===== src/rtl/rm_pkg.sv =====
// Shared types and constants for the Avalon-MM read master.
package rm_pkg;

  typedef enum logic [1:0] {
    IDLE,
    ISSUE,
    DRAIN,
    DONE
  } rm_state_e;

  localparam int unsigned WORD_BYTES = 4;
  localparam logic [31:0] ADDR_INC   = 32'(WORD_BYTES);

endpackage


===== src/rtl/read_master_if.sv =====
// Avalon-MM read-only bus between the read master and its slave.
interface read_master_if;

  logic        oRM_read;
  logic [31:0] oRM_readaddress;
  logic [31:0] iRM_readdata;
  logic        iRM_waitrequest;
  logic        iRM_readdatavalid;

  modport master (
    output oRM_read,
    output oRM_readaddress,
    input  iRM_readdata,
    input  iRM_waitrequest,
    input  iRM_readdatavalid
  );

  modport slave (
    input  oRM_read,
    input  oRM_readaddress,
    output iRM_readdata,
    output iRM_waitrequest,
    output iRM_readdatavalid
  );

endinterface


===== src/rtl/rm_credit_counter.sv =====
// Outstanding-read counter plus FIFO credit check for the read master.
module rm_credit_counter #(
  parameter int MAX_PENDING = 4,
  parameter int FF_DEPTH    = 16,
  parameter int FF_USEDW_W  = 5,
  localparam int CNT_W      = $clog2(MAX_PENDING + 1)
) (
  input  logic                  iClk,
  input  logic                  iReset,
  input  logic                  clr,
  input  logic                  inc,
  input  logic                  dec,
  input  logic                  ff_write,
  input  logic [FF_USEDW_W-1:0] ff_usedw,
  output logic [CNT_W-1:0]      count,
  output logic                  dec_ok,
  output logic                  credit_ok
);

  logic [CNT_W-1:0] count_nxt;
  logic [31:0]      fill_proj;

  // A response with nothing outstanding is stale (e.g. issued before a reset).
  assign dec_ok = dec && (count != '0);

  always_comb begin
    count_nxt = count;
    if (inc && !dec_ok)      count_nxt = count + CNT_W'(1);
    else if (!inc && dec_ok) count_nxt = count - CNT_W'(1);
  end

  // Credit is judged on next-cycle values, because the read strobe is registered:
  // words already pushed, the push now in the output register, the push this
  // response will cause, and reads still in flight.
  always_comb begin
    fill_proj = 32'(ff_usedw) + 32'(count_nxt) + 32'(ff_write) + 32'(dec_ok);
    credit_ok = (32'(count_nxt) < 32'(MAX_PENDING)) && (fill_proj < 32'(FF_DEPTH));
  end

  always_ff @(posedge iClk) begin
    if (iReset || clr) count <= '0;
    else               count <= count_nxt;
  end

endmodule


===== src/rtl/read_master.sv =====
// Avalon-MM burst-less read master: streams Length bytes from memory into a
// downstream FIFO, never issuing more reads than the FIFO can absorb.
module read_master
  import rm_pkg::*;
#(
  parameter int MAX_PENDING = 4,
  parameter int FF_DEPTH    = 16,
  parameter int FF_USEDW_W  = 5
) (
  input  logic                  iClk,
  input  logic                  iReset,
  input  logic                  Start,
  input  logic [31:0]           Length,
  input  logic [31:0]           RM_startaddress,
  input  logic [FF_USEDW_W-1:0] FF_usedw,
  output logic                  FF_write,
  output logic [31:0]           FF_data,
  read_master_if.master         rm,
  output logic                  RM_busy,
  output logic                  RM_done
);

  localparam int CNT_W = $clog2(MAX_PENDING + 1);

  rm_state_e        state;
  logic             rd;
  logic [31:0]      addr;
  logic [29:0]      words_left;
  logic [CNT_W-1:0] pending;
  logic             accept;
  logic             clr;
  logic             credit_ok;
  logic             dec_ok;
  logic             unused_len_lsbs;

  assign accept             = rd && !rm.iRM_waitrequest;
  assign clr                = (state == IDLE) && Start;
  assign rm.oRM_read        = rd;
  assign rm.oRM_readaddress = addr;
  assign unused_len_lsbs    = ^Length[1:0];

  rm_credit_counter #(
    .MAX_PENDING (MAX_PENDING),
    .FF_DEPTH    (FF_DEPTH),
    .FF_USEDW_W  (FF_USEDW_W)
  ) u_credit (
    .iClk      (iClk),
    .iReset    (iReset),
    .clr       (clr),
    .inc       (accept),
    .dec       (rm.iRM_readdatavalid),
    .ff_write  (FF_write),
    .ff_usedw  (FF_usedw),
    .count     (pending),
    .dec_ok    (dec_ok),
    .credit_ok (credit_ok)
  );

  always_ff @(posedge iClk) begin
    if (iReset) begin
      state      <= IDLE;
      rd         <= 1'b0;
      addr       <= '0;
      words_left <= '0;
      FF_write   <= 1'b0;
      FF_data    <= '0;
      RM_busy    <= 1'b0;
      RM_done    <= 1'b0;
    end else begin
      FF_write <= dec_ok;
      if (dec_ok) FF_data <= rm.iRM_readdata;
      RM_done <= 1'b0;

      case (state)
        IDLE: begin
          if (Start) begin
            words_left <= Length[31:2];
            addr       <= RM_startaddress;
            RM_busy    <= 1'b1;
            state      <= (Length[31:2] == '0) ? DONE : ISSUE;
          end
        end

        ISSUE: begin
          // A raised request is held untouched until the slave takes it.
          if (!rd) begin
            rd <= credit_ok && (words_left != '0);
          end else if (accept) begin
            addr       <= addr + ADDR_INC;
            words_left <= words_left - 30'd1;
            if (words_left == 30'd1) begin
              rd    <= 1'b0;
              state <= DRAIN;
            end else begin
              rd <= credit_ok;
            end
          end
        end

        DRAIN: begin
          if (pending == '0 && !FF_write) state <= DONE;
        end

        DONE: begin
          RM_done <= 1'b1;
          RM_busy <= 1'b0;
          state   <= IDLE;
        end

        default: state <= IDLE;
      endcase
    end
  end

endmodule

===== src/flat_wrapper.sv =====
// flat-port wrapper written by rule: the top's interface ports become plain ports
module read_master_flat import rm_pkg::*;
#(
  parameter int MAX_PENDING = 4,
  parameter int FF_DEPTH    = 16,
  parameter int FF_USEDW_W  = 5
)
  (iClk, iReset, Start, Length, RM_startaddress, FF_usedw, FF_write, FF_data, RM_busy, RM_done, rm_oRM_read, rm_oRM_readaddress, rm_iRM_readdata, rm_iRM_waitrequest, rm_iRM_readdatavalid);
  read_master_if rm_i ();
  input  logic iClk;
  input  logic iReset;
  input  logic Start;
  input  logic [31:0] Length;
  input  logic [31:0] RM_startaddress;
  input  logic [FF_USEDW_W-1:0] FF_usedw;
  output logic FF_write;
  output logic [31:0] FF_data;
  output logic RM_busy;
  output logic RM_done;
  output wire logic [$bits(rm_i.oRM_read)-1:0] rm_oRM_read;
  output wire logic [$bits(rm_i.oRM_readaddress)-1:0] rm_oRM_readaddress;
  input wire logic [$bits(rm_i.iRM_readdata)-1:0] rm_iRM_readdata;
  input wire logic [$bits(rm_i.iRM_waitrequest)-1:0] rm_iRM_waitrequest;
  input wire logic [$bits(rm_i.iRM_readdatavalid)-1:0] rm_iRM_readdatavalid;
  assign rm_oRM_read = rm_i.oRM_read;
  assign rm_oRM_readaddress = rm_i.oRM_readaddress;
  assign rm_i.iRM_readdata = rm_iRM_readdata;
  assign rm_i.iRM_waitrequest = rm_iRM_waitrequest;
  assign rm_i.iRM_readdatavalid = rm_iRM_readdatavalid;
  read_master #(.MAX_PENDING(MAX_PENDING), .FF_DEPTH(FF_DEPTH), .FF_USEDW_W(FF_USEDW_W)) u_core (.iClk(iClk), .iReset(iReset), .Start(Start), .Length(Length), .RM_startaddress(RM_startaddress), .FF_usedw(FF_usedw), .FF_write(FF_write), .FF_data(FF_data), .rm(rm_i), .RM_busy(RM_busy), .RM_done(RM_done));
endmodule

===== config.mk =====
export PLATFORM = sky130hd
export DESIGN_NAME = read_master_flat
export DESIGN_NICKNAME = d
export VERILOG_FILES = /design/src/rtl/rm_pkg.sv /design/src/rtl/read_master_if.sv /design/src/rtl/rm_credit_counter.sv /design/src/rtl/read_master.sv /design/src/flat_wrapper.sv
export SDC_FILE = /design/constraint.sdc
export NUM_CORES = 1
export LEC_CHECK = 0
export BUFFER_PORTS_ARGS = -buffer_cell sky130_fd_sc_hd__buf_2
export CORE_AREA = 2 2 153 80
export CTS_CLUSTER_SIZE = 14
export DETAILED_ROUTE_END_ITERATION = 6
export DIE_AREA = 0 0 155 82
export PLACE_DENSITY = 0.79
export REMOVE_ABC_BUFFERS = 1
export SKIP_LAST_GASP = 1
export SLEW_MARGIN = 25
export SYNTH_ARGS = -nofsm -noshare
export SYNTH_HDL_FRONTEND = slang
export SYNTH_HIERARCHICAL = 1
export SYNTH_SLANG_ARGS = --single-unit

===== constraint.sdc =====
create_clock -name iClk -period 3.2 [get_ports iClk]
set_input_delay 0.16 -clock iClk [delete_from_list [all_inputs] [get_ports iClk]]
set_output_delay 0.16 -clock iClk [all_outputs]
set_load 0.02 [all_outputs]

# --- Word level (Yosys, flattened, before mapping) ---
# Cells that the tools add are included.
totals:
  regBits: 103
  input_bits: 106
  output_inout_bits: 68
  word_cells: 73
op_classes:
  add_sub_neg: 7
  magnitude_cmp: 2
  n_eq_ne: 9
  muxes: 23
  reduce_logical: 23
ops:
  columns: ["op", "n"]
  rows:
  - ["$mux W32", 3]
  - ["$mux W30", 3]
  - ["$pmux W32 S2", 1]
  - ["$pmux W30 S2", 1]
  - ["$add A32 B3 Y32 const B", 1]
  - ["$eq A30 B1 Y1 const B", 1]
  - ["$logic_not A30 Y1", 1]
  - ["$reduce_bool A30 Y1", 1]
  - ["$sub A30 B1 Y30 const B", 1]
  - ["$mux W2", 6]
  - ["$add A7 B1 Y8", 1]
  - ["$logic_and A1 B1 Y1", 8]
  - ["$lt A8 B5 Y1 const B", 1]
  - ["$pmux W2 S4", 1]
  - ["$add A6 B1 Y7", 1]
  - ["$add A5 B3 Y6", 1]
  - ["$mux W3", 2]
  - ["$ne A2 B1 Y1 const B", 3]
  - ["$mux W1", 5]
  - ["$reduce_and A5 Y1", 1]
  - ["$eq A2 B2 Y1 const B", 2]
  - ["$logic_not A1 Y1", 4]
  - ["$ne A2 B2 Y1 const B", 2]
  - ["$reduce_and A4 Y1", 1]
  - ["11 further kinds", 12]

# --- Longest topological paths before layout ---
# Gate-level depths: netlist (run 1).
logic_depth:
  depth_word: 14
  ltp_mapped: 14
  depth_no_buf: 14

# --- Modules after synthesis ---
# Netlist (run 1), hierarchy kept.
modules_own_cells:
  columns: ["module", "n_inst", "cells_each", "area_per_inst_um2"]
  rows:
  - ["read_master", 1, 674, 5516.5]
  - ["rm_credit_counter", 1, 49, 424.2]

# --- Worst setup path after synthesis (run 1) ---
# OpenSTA, ideal clock, no wires.
synth_timing:
  kind: "reg-to-reg"
  start: "register u_core.rd (netlist: u_core/rm.oRM_read)"
  end: "register u_core.rd (netlist: u_core/rm.oRM_read)"
  setup_time_ns: 0.091
  t_arrival_ns: 2.937
  required_time_ns: 3.109
  path_slack_ns: 0.172
  stages_incl_launch_ff: 14
  path_buffers: 1
  period_less_slack_ns: 3.028
  path_cell_list: "dfxtp_1 nor2b_1 clkbuf_1 xnor2_1 xnor2_1 fa_1 inv_1 fa_1 nand4_1 a2111oi_0 nor3_1 a211oi_1 o31ai_1 a311oi_1"
synth_via:
  elab_chain_cells: 13
  elab_cells_between_ends: 16
  classes_between: "3 x add/sub; 2 x order compare; 5 x mux; 6 x reduce/logical"
synth_lines:
  columns: ["element", "line_no", "source"]
  rows:
  - ["from (decl)", "read_master.sv:26", "logic rd;"]
  - ["from (signal assigned)", "read_master.sv:87", "rd <= credit_ok && (words_left != '0);"]
  - ["from (signal assigned)", "read_master.sv:95", "rd <= credit_ok;"]
  - ["$logic_and A1 B1 Y1 (*)", "read_master.sv:36", "assign accept = rd && !rm.iRM_waitrequest;"]
  - ["net u_core.accept", "read_master.sv:30", "logic accept;"]
  - ["$logic_not A1 Y1", "rm_credit_counter.sv:29", "else if (!inc && dec_ok) count_nxt = count - CNT_W'(1);"]
  - ["$logic_and A1 B1 Y1", "rm_credit_counter.sv:29", null]
  - ["$mux W3", "rm_credit_counter.sv:29", null]
  - ["$mux W3 (*)", "rm_credit_counter.sv:28", "if (inc && !dec_ok) count_nxt = count + CNT_W'(1);"]
  - ["$add A5 B3 Y6", "rm_credit_counter.sv:36", "fill_proj = 32'(ff_usedw) + 32'(count_nxt) + 32'(ff_write) + 32'(dec_ok);"]
  - ["$add A6 B1 Y7", "rm_credit_counter.sv:36", null]
  - ["$add A7 B1 Y8", "rm_credit_counter.sv:36", null]
  - ["$lt A8 B5 Y1", "rm_credit_counter.sv:37", "credit_ok = (32'(count_nxt) < 32'(MAX_PENDING)) && (fill_proj < 32'(FF_DEPTH));"]
  - ["$logic_and A1 B1 Y1 (*)", "rm_credit_counter.sv:37", null]
  - ["net u_core.credit_ok", "read_master.sv:32", "logic credit_ok;"]
  - ["$mux W1", "read_master.sv:91", "if (words_left == 30'd1) begin"]
  - ["$mux W1", "read_master.sv:88", "end else if (accept) begin"]
  - ["$mux W1 (*)", "read_master.sv:86", "if (!rd) begin"]
# The timed path passes the listed nets; every way through them passes the cells marked *.
# A chain may end at the register's enable or synchronous reset.

# --- Worst setup path after layout (run 1) ---
layout_timing:
  start: "register u_core.u_credit.count[1]"
  end: "register u_core.rd (netlist: u_core/rm.oRM_read)"
layout_via:
  elab_chain_cells: 13
  elab_cells_between_ends: 19
  classes_between: "5 x add/sub; 2 x order compare; 5 x mux; 7 x reduce/logical"
layout_lines:
  columns: ["element", "line_no", "source"]
  rows:
  - ["from (decl)", "rm_credit_counter.sv:15", "output logic [CNT_W-1:0] count,"]
  - ["from (signal assigned)", "rm_credit_counter.sv:42", "else count <= count_nxt;"]
  - ["branches (longest 4 deep; another with $sub A3 B1 Y3)", null, null]
  - ["$mux W3 (*)", "rm_credit_counter.sv:28", null]
  - ["net u_core.u_credit.count_nxt[1]", "rm_credit_counter.sv:20", "logic [CNT_W-1:0] count_nxt;"]
  - ["$add A5 B3 Y6", "rm_credit_counter.sv:36", null]
  - ["$add A6 B1 Y7", "rm_credit_counter.sv:36", null]
  - ["$add A7 B1 Y8", "rm_credit_counter.sv:36", null]
  - ["$lt A8 B5 Y1", "rm_credit_counter.sv:37", null]
  - ["$logic_and A1 B1 Y1 (*)", "rm_credit_counter.sv:37", null]
  - ["net u_core.credit_ok", "read_master.sv:32", null]
  - ["$mux W1", "read_master.sv:91", null]
  - ["$mux W1", "read_master.sv:88", null]
  - ["$mux W1 (*)", "read_master.sv:86", null]
# Mark *: on every way through the listed nets, which the timed path passes.

==> reports/results.ini, run 1 <==
[outcome]
run_status=finished clean

[route]
vias_per_cell=6.12
drc=0
wl_per_cell_um=17.6
dr.pass1.iters=6
drt_wl_total_um=18000
dr.first_iter.drc_count=741
drtAntennaViolNets=0
routed-via-count=6271

[placement]
portBuffers=171
dpl.hpwl_um=12700
gp_congestion=0.880
dpl-instance-area_sq_mm=0.00692
post-place-ws_ps=-108

[global_route]
grt_pass1_vias=5304
grt_use_total=0.274
antenna_found_initial=0
grt_first_pass_wirelength_um=27800
grt-ovfl-total=0
grt_max_degree=84

[cells_and_area]
num_antenna_cells=0
nets=989
layout_common_cells=buf_2, dfxtp_1, nor2_1
drive_above_1_share=0.271
utilization=0.638
layout_commonest_cell=buf_2
area.growth.synth_to_final_pct=23.1
fin_area_sq_mm=0.00731

[worst_setup_path]
slowest_stage=nor4b_1
crit_family=adder cells
path_class=flop to flop
cp-end-kind=flop
crit_required_ps=3380
crit_arrival_ps=3230
path_buf_inv=2
cp.depth=13
timing.reg2reg.worst_path_depth=13
start_kind=flop
cp_slowest_stage_delay_ps=400
cp_cell_sequence=inv_1, ha_1, nand2b_1, nand2_2, maj3_2, o21a_1, fa_2, buf_4, xnor2_1, nor4b_1, a211oi_2, a31oi_1, a311oi_1
path_max_fanout=4

[clock_tree]
clock_latency_ps=340
clockRootBuffer=clkbuf_16
clock_sinks=103
htreeDepth=3
cts_tree=yes
cts.clk_slew.worst_paths_ps=70
cts_hold_buffers=0
numCtsBuffers=9
clockBufferDepth=2

[power_and_ir_drop]
power_leakage_uw=0.00301
irDropWorstVdd_mv=0.463
powerDensity_mw_per_mm2=1080

[logic_synthesis]
syn_area_per_cell_sq_um=8.22
ys_ff_latch=103
ys.flop_type=dfxtp_1
synth_edf_count=0
synth_cell_types=64
synth-seq-area-share=0.347
yosysTopAreaCell=dfxtp_1
syn-cell-area_sq_mm=0.00594
async_reset_ff_frac=0
synthTopCellsByArea=dfxtp_1, mux2i_1, nor2_1
synth_cells=723
yosysWarnings=6
yosysTopAreaCellShare=0.347

[floorplanning]
io_pins=174
start_util=0.519
fp.dieArea_sq_mm=0.0127
rows=28
core_sq_mm=0.0115
fp.dieH_um=82
die_x_um=155

[worst_hold_path]
whs_path_depth=3
min_path_type=primary input to flop

[timing]
tightest_slew_ps=821
period_minus_slack_ps=3050
slew_violations=0
slew_headroom=0.447
setup_viol=0
hold_viol_final=0
finalWorstSetupSlack_ps=150
fin_skew_ps=8.63
whs_ps=48.1
fin_crit_sh=0.953
fmax_mhz=328

[job]
cap_violations=0

-- cell type report --
| class | instances | area (sq um) |
|---|---|---|
| fill | 1015 | 4150 |
| multi-input combinational | 545 | 3640 |
| sequential | 103 | 2060 |
| timing repair buffer | 188 | 1010 |
| clock buffer | 11 | 253 |
| tap | 150 | 188 |
| inverter | 22 | 82.6 |
| clock inverter | 5 | 78.8 |
-- tightest hold or removal path, cell delays in order --
cell and delay (ps):
buf_2 70, mux2i_1 50, nor2_1 70
-- logic make-up after synthesis --
logic type	Yosys count	synth area share
flip-flops	103	0.347
adder cells (fa/ha/maj)	15	0.0339
XOR/XNOR	4	0.00590
buffers and inverters	75	0.0489
AO/OA/AOI/OAI	183	0.202
multiplexers	49	0.0832
AND/OR/NAND/NOR	294	0.279
-- sequential cells by signal, summed over array words and instances (netlist names) --
name and cells:
u_core/rm.oRM_read 1, u_core/state 2, u_core/RM_busy 1, u_core/RM_done 1, u_core/FF_write 1, u_core/u_credit/count 3
u_core/rm.oRM_readaddress 32, u_core/FF_data 32, u_core/words_left 30
-- power breakdown --
part	internal [uW]	switching (uW)
Combinational	1610	2770
Sequential	1730	559
Clock	729	497
-- what timing repair did --
action                                  4_1_cts  5_1_grt
setup buffers                                 0        2
endpoints found under the setup margin        1        1
pin swaps                                     1        4
gates resized for setup                       2        9
-- stage by stage --
stage | cells | power, uW | setup TNS [ps]
floorplan | 670 | 5110 | -150110
global placement | 1006 | 6400 | 0
CTS | 1022 | 7750 | 0
detailed placement | 1006 | 6490 | -108
global route | 1024 | 8440 | -27.0
finish | 1024 | 7900 | 0
-- Yosys cell counts (3+ instances only) --
cell type and number:
and4_1 3, xnor2_1 4, nand2b_1 6, or3_1 11, nor2_1 72, or4_1 14
o31ai_1 7, buf_2 6, ha_1 12, nand2_1 46, o21ai_0 27, dfxtp_1 103
and3_1 14, a211oi_1 17, a311oi_1 3, nor3_1 26, nand4_1 16, nand3_1 23
o211ai_1 5, nor3_2 3, o21a_1 5, nand4b_1 3, nor2b_1 6, inv_1 22
a2111oi_0 3, o221ai_1 5, clkbuf_1 44, a41o_1 3, o22ai_1 10, a22oi_1 17
nor4_1 20, nand3b_1 5, and2_1 7, a21oi_1 48, a31oi_1 18, mux2i_1 46
mux2_2 3
-- final timing paths --
check / slack, ps / endpoint / from
max: 150 / u_core/rm.oRM_read / u_core/u_credit/count[1]
min: 50 / u_core/FF_data[17] / rm_iRM_readdata[17]
max reg2reg: 150 / u_core/rm.oRM_read / u_core/u_credit/count[1]
min reg2reg: 470 / u_core/words_left[13] / u_core/words_left[13]
-- layer usage --
layer,track usage,part of all wire,up-vias
met5,0,0,-
met4,0.0537,0.0066,0
met3,0.0522,0.089,13
met2,0.368,0.41,277
met1,0.442,0.50,2963
li1,-,-,3018
Power figures use the tool's default switching activity.
==> inputs of run 2 (changes only) <==
SETUP_SLACK_MARGIN = 0.15   (was default)
==> run 2 against run 1 <==
Sequential power is essentially flat. Count of clock-buffer cells in the layout unchanged. Critical path depth did not move. Cell count is 0.39% higher. Non-clock buffer count is 4 higher. Clock skew grew 0.64 ps. First-iteration DRC count fell by 9.3%. Critical endpoint unchanged. Largest cell class unchanged.
==> reports/results.ini, run 2 (same netlist as run 1, synthesis figures left out) <==
[clock_tree]
cts_tree=yes
numCtsBuffers=9
clock_latency_ps=340
cts.clk_slew.worst_paths_ps=70
clock_sinks=103
clockRootBuffer=clkbuf_16
cts_hold_buffers=0
clockBufferDepth=2
htreeDepth=3

[cells_and_area]
multiInputGateArea_sq_mm=0.00369
layout_commonest_cell=buf_2
final.fill_count=996
num_antenna_cells=0
nets=993
area.growth.synth_to_final_pct=24.4
layout_common_cells=buf_2, dfxtp_1, nor2_1
drive_above_1_share=0.284
utilization=0.645
seq_area_sq_mm=0.00206

[placement]
gp_congestion=0.880
post-place-ws_ps=-108
dpl.hpwl_um=12700
portBuffers=171

[timing]
finalWorstSetupSlack_ps=237
period_minus_slack_ps=2960
slew_violations=0
slew_headroom=0.419
setup-tns-final_ps=0
fin_skew_ps=9.27
fin_crit_sh=0.926
fmax_mhz=337
rsz0062_at_grt=false
hold_viol_final=0
tightest_slew_ps=863
whs_ps=46.2
setup_viol=0

[route]
dr.first_iter.drc_count=672
dr.pass1.iters=6
wl_per_cell_um=17.9
drtAntennaViolNets=0
drc=0
drt_wl_total_um=18400
routed-via-count=6286
vias_per_cell=6.11

[worst_setup_path]
r2r_slack_ps=240
regToRegStartpoint=u_core/u_credit/count[1]
crit_required_ps=3450
timing.rr.end=u_core/rm.oRM_read
startpoint=u_core/u_credit/count[1]
path_max_fanout=4
start_kind=flop
path_class=flop to flop
crit_arrival_ps=3210
timing.reg2reg.worst_path_depth=13
crit_end=u_core/rm.oRM_read
cp-end-kind=flop

[floorplanning]
fp.dieArea_sq_mm=0.0127
rows=28
start_util=0.519
core_sq_mm=0.0115
fp.dieH_um=82
io_pins=174
die_x_um=155

[power_and_ir_drop]
irDropWorstVdd_mv=0.465
total_power_uw=8010
powerDensity_mw_per_mm2=1080
power_leakage_uw=0.00303

[worst_hold_path]
whs_path_depth=3
min_path_type=primary input to flop

[job]
cap_violations=0

[global_route]
antenna_found_initial=0
grt_max_degree=84
grt_pass1_vias=5309
grt-ovfl-total=0
grt_first_pass_wirelength_um=27900
grt_use_total=0.275

[outcome]
run_status=finished clean

[run 2: timing repair]
item / 4_1_cts / 5_1_grt
resized for setup: 7 / 14
pin swaps: 5 / 6
setup buffers: 1 / 5
endpoints found under the setup margin: 1 / 1
[run 2: worst min-delay path by stage]
| stage | to | from | slack, ps |
|---|---|---|---|
| 6_report | u_core/FF_data[17] | rm_iRM_readdata[17] | 50 |
| 2_1_floorplan | u_core/rm.oRM_readaddress[4] | iReset | 230 |
| 3_5_place_dp | u_core/FF_data[22] | rm_iRM_readdata[22] | 410 |
| 5_1_grt | u_core/FF_data[15] | rm_iRM_readdata[15] | 50 |
| 4_1_cts | u_core/FF_data[17] | rm_iRM_readdata[17] | 50 |
| 3_3_place_gp | u_core/FF_data[19] | rm_iRM_readdata[19] | 400 |
[run 2: layout make-up]
cell class,count,area share
tap,150,0.0254
clock buffer,11,0.0342
clock inverter,5,0.0107
sequential,103,0.279
inverter,22,0.0112
timing repair buffer,192,0.140
multi-input combinational,545,0.499
[run 2: worst max-delay path: stages (launching register included)]
cell and delay [ps]:
dfxtp_2 340, inv_1 90, ha_2 210, nand2b_4 90, nand2_2 100, maj3_2 340
o21a_2 240, fa_2 390, buf_4 160, a211oi_2 220, nor3_2 80, a211oi_2 210
o31ai_1 120, a311oi_1 290
[run 2: power breakdown]
part | switching (uW) | internal [uW]
clock network | 497 | 729
registers | 563 | 1730
logic | 2820 | 1670
[run 2: stage by stage]
step	cell area, sq um	cells
after floorplan	5730	670
after global placement	6920	1006
after detailed placement	6920	1006
after CTS	7270	1023
after global routing	7390	1028
final	7390	1028
[run 2: metal layers]
metal	track usage	vias to the layer above	routed length [um]
li1	-	3025	-
met1	0.443	2938	8930
met2	0.372	307	7600
met3	0.0517	16	1680
met4	0.0519	0	142
met5	0	-	0
==> inputs of run 3 (changes only) <==
ABC_CLOCK_PERIOD_IN_PS = 3200   (was default)
HOLD_SLACK_MARGIN = 0.15   (was default)
==> run 3 against run 2 <==
Total power barely moved. Count of clock-buffer cells in the layout did not move. Fmax rose by 2.1%. Combinational power barely moved. Wire length rose by 4.5%. Sequential cell count did not move. Cell count rose by 4.7%. Critical path depth did not move. Clock skew fell by 2.7 ps. Largest cell class unchanged. Global-route usage rose by 1.4 points. Worst hold slack improved by 110 ps. Worst setup slack improved by 61 ps. Highest routed layer unchanged.
==> reports/results.ini, run 3 (same netlist as run 1, synthesis figures left out) <==
[worst_setup_path]
timing.rr.end=u_core/rm.oRM_read
crit_arrival_ps=3150
crit_required_ps=3450
slowest_stage=fa_1
cp_cell_sequence=nor2b_1, buf_4, xnor2_1, xnor2_2, fa_1, inv_2, fa_2, nand4_1, a2111oi_2, nor3_1, a211oi_2, o31ai_1, a311oi_1
start_kind=flop
path_max_fanout=7
path_class=flop to flop
timing.reg2reg.worst_path_depth=13
regToRegStartpoint=u_core/rm.oRM_read
cp_slowest_stage_delay_ps=380
cp-end-kind=flop
r2r_slack_ps=300

[job]
cap_violations=0

[floorplanning]
start_util=0.519
fp.dieArea_sq_mm=0.0127
core_sq_mm=0.0115
io_pins=174
rows=28
fp.dieH_um=82
die_x_um=155

[global_route]
antenna_found_initial=0
grt_use_total=0.289
grt_max_degree=84
grt-ovfl-total=0
grt_first_pass_wirelength_um=29300
grt_pass1_vias=5609

[timing]
hold_viol_final=0
fin_skew_ps=6.59
slew_violations=0
slew_headroom=0.413
fin_crit_sh=0.907
period_minus_slack_ps=2900
rsz0062_at_grt=false
tightest_slew_ps=872
setup-tns-final_ps=0
setup_viol=0
fmax_mhz=345

[cells_and_area]
final.fill_count=937
nets=1041
layout_commonest_cell=buf_2
num_antenna_cells=0
layout_common_cells=buf_2, dfxtp_1, nor2_1
drive_above_1_share=0.262
area.growth.synth_to_final_pct=32.0

[power_and_ir_drop]
pwr-share-seq=0.287
clkPwrFrac=0.153
pwr-share-comb=0.560
irDropWorstVdd_mv=0.441
powerDensity_mw_per_mm2=1020
power_switching_uw=3870
cell_internal_pwr_uw=4130
total_power_uw=8000
power_leakage_uw=0.00322
swShare=0.484

[clock_tree]
cts.clk_slew.worst_paths_ps=70
clock_latency_ps=340
htreeDepth=3
cts_tree=yes
clockBufferDepth=2
numCtsBuffers=9
clock_sinks=103
clockRootBuffer=clkbuf_16

[route]
drc=0
dr.pass1.iters=5
routed-via-count=6516
vias_per_cell=6.06
wl_per_cell_um=17.8
drtAntennaViolNets=0
dr.first_iter.drc_count=722
drt_wl_total_um=19200

[worst_hold_path]
min_path_type=primary input to flop
hold_start=RM_startaddress[10]
whs_path_depth=3
holdPathEnd=u_core/rm.oRM_readaddress[10]

[placement]
portBuffers=171
dpl.hpwl_um=12700
gp_congestion=0.880

[outcome]
run_status=finished clean

## run 3: worst max path at each step
| stage | startpoint | to | cells after the start |
|---|---|---|---|
| finish | u_core/rm.oRM_read | u_core/rm.oRM_read | 13 |
| global route | u_core/u_credit/count[1] | u_core/rm.oRM_read | 14 |
| detailed placement | u_core/u_credit/count[1] | u_core/rm.oRM_read | 14 |
| floorplan | u_core/state[1] | u_core/rm.oRM_readaddress[22] | 7 |
| CTS | u_core/u_credit/count[1] | u_core/rm.oRM_read | 14 |
| global placement | u_core/u_credit/count[1] | u_core/rm.oRM_read | 14 |
## run 3: power by group through the flow
stage | Clock (uW) | Sequential (uW) | Combinational [uW]
after global placement | 0 | 2280 | 4120
after global routing | 1300 | 2370 | 4870
final | 1230 | 2290 | 4480
after floorplan | 0 | 2490 | 2620
after CTS | 1240 | 2270 | 4310
after detailed placement | 0 | 2290 | 4200
## run 3: layout make-up
cell class	instances	area (sq um)	area share
clock buffers	11	253	0.0322
clock inverters	5	78.8	0.0100
inverters	22	82.6	0.0105
multi-input cells	545	3650	0.466
flip-flops and latches	103	2060	0.263
well taps	150	188	0.0239
repair buffers	240	1520	0.194
## run 3: layer usage
| metal | routed length [um] | up-vias | GRT usage | part of all wire |
|---|---|---|---|---|
| met2 | 8240 | 357 | 0.408 | 0.43 |
| met4 | 125 | 0 | 0.0556 | 0.0065 |
| met3 | 1940 | 13 | 0.0533 | 0.10 |
| met5 | 0 | - | 0 | 0 |
| li1 | - | 3120 | - | - |
| met1 | 8880 | 3026 | 0.452 | 0.46 |
## run 3: stage by stage
| step | hold slack, ps | std cells | setup slack [ps] | cell area [sq um] | utilization |
|---|---|---|---|---|---|
| after floorplan | 229 | 670 | -3670 | 5730 | - |
| after global placement | 396 | 1006 | 84.6 | 6920 | 0.604 |
| after detailed placement | 408 | 1006 | -108 | 6920 | 0.604 |
| after CTS | 151 | 1073 | 200 | 7770 | 0.679 |
| after global routing | 159 | 1076 | 86.8 | 7840 | 0.685 |
| final | 154 | 1076 | 298 | 7840 | 0.685 |
## run 3: worst max-delay path: cells and delay by family (launching register included)
family / cells / cell delay [ps]
adder cells (fa/ha/maj): 2 / 620
buffers and inverters: 2 / 270
AND/OR/NAND/NOR: 3 / 370
XOR/XNOR: 2 / 380
AO/OA/AOI/OAI: 4 / 840
flip-flops: 1 / 330
## run 3: repair_timing
item / CTS / global route
pin swaps: 5 / 6
hold buffers: 50 / 0
setup endpoints to repair: 1 / 1
setup buffers: 1 / 3
endpoints found under the hold margin: 50 / 0
gates resized for setup: 7 / 8
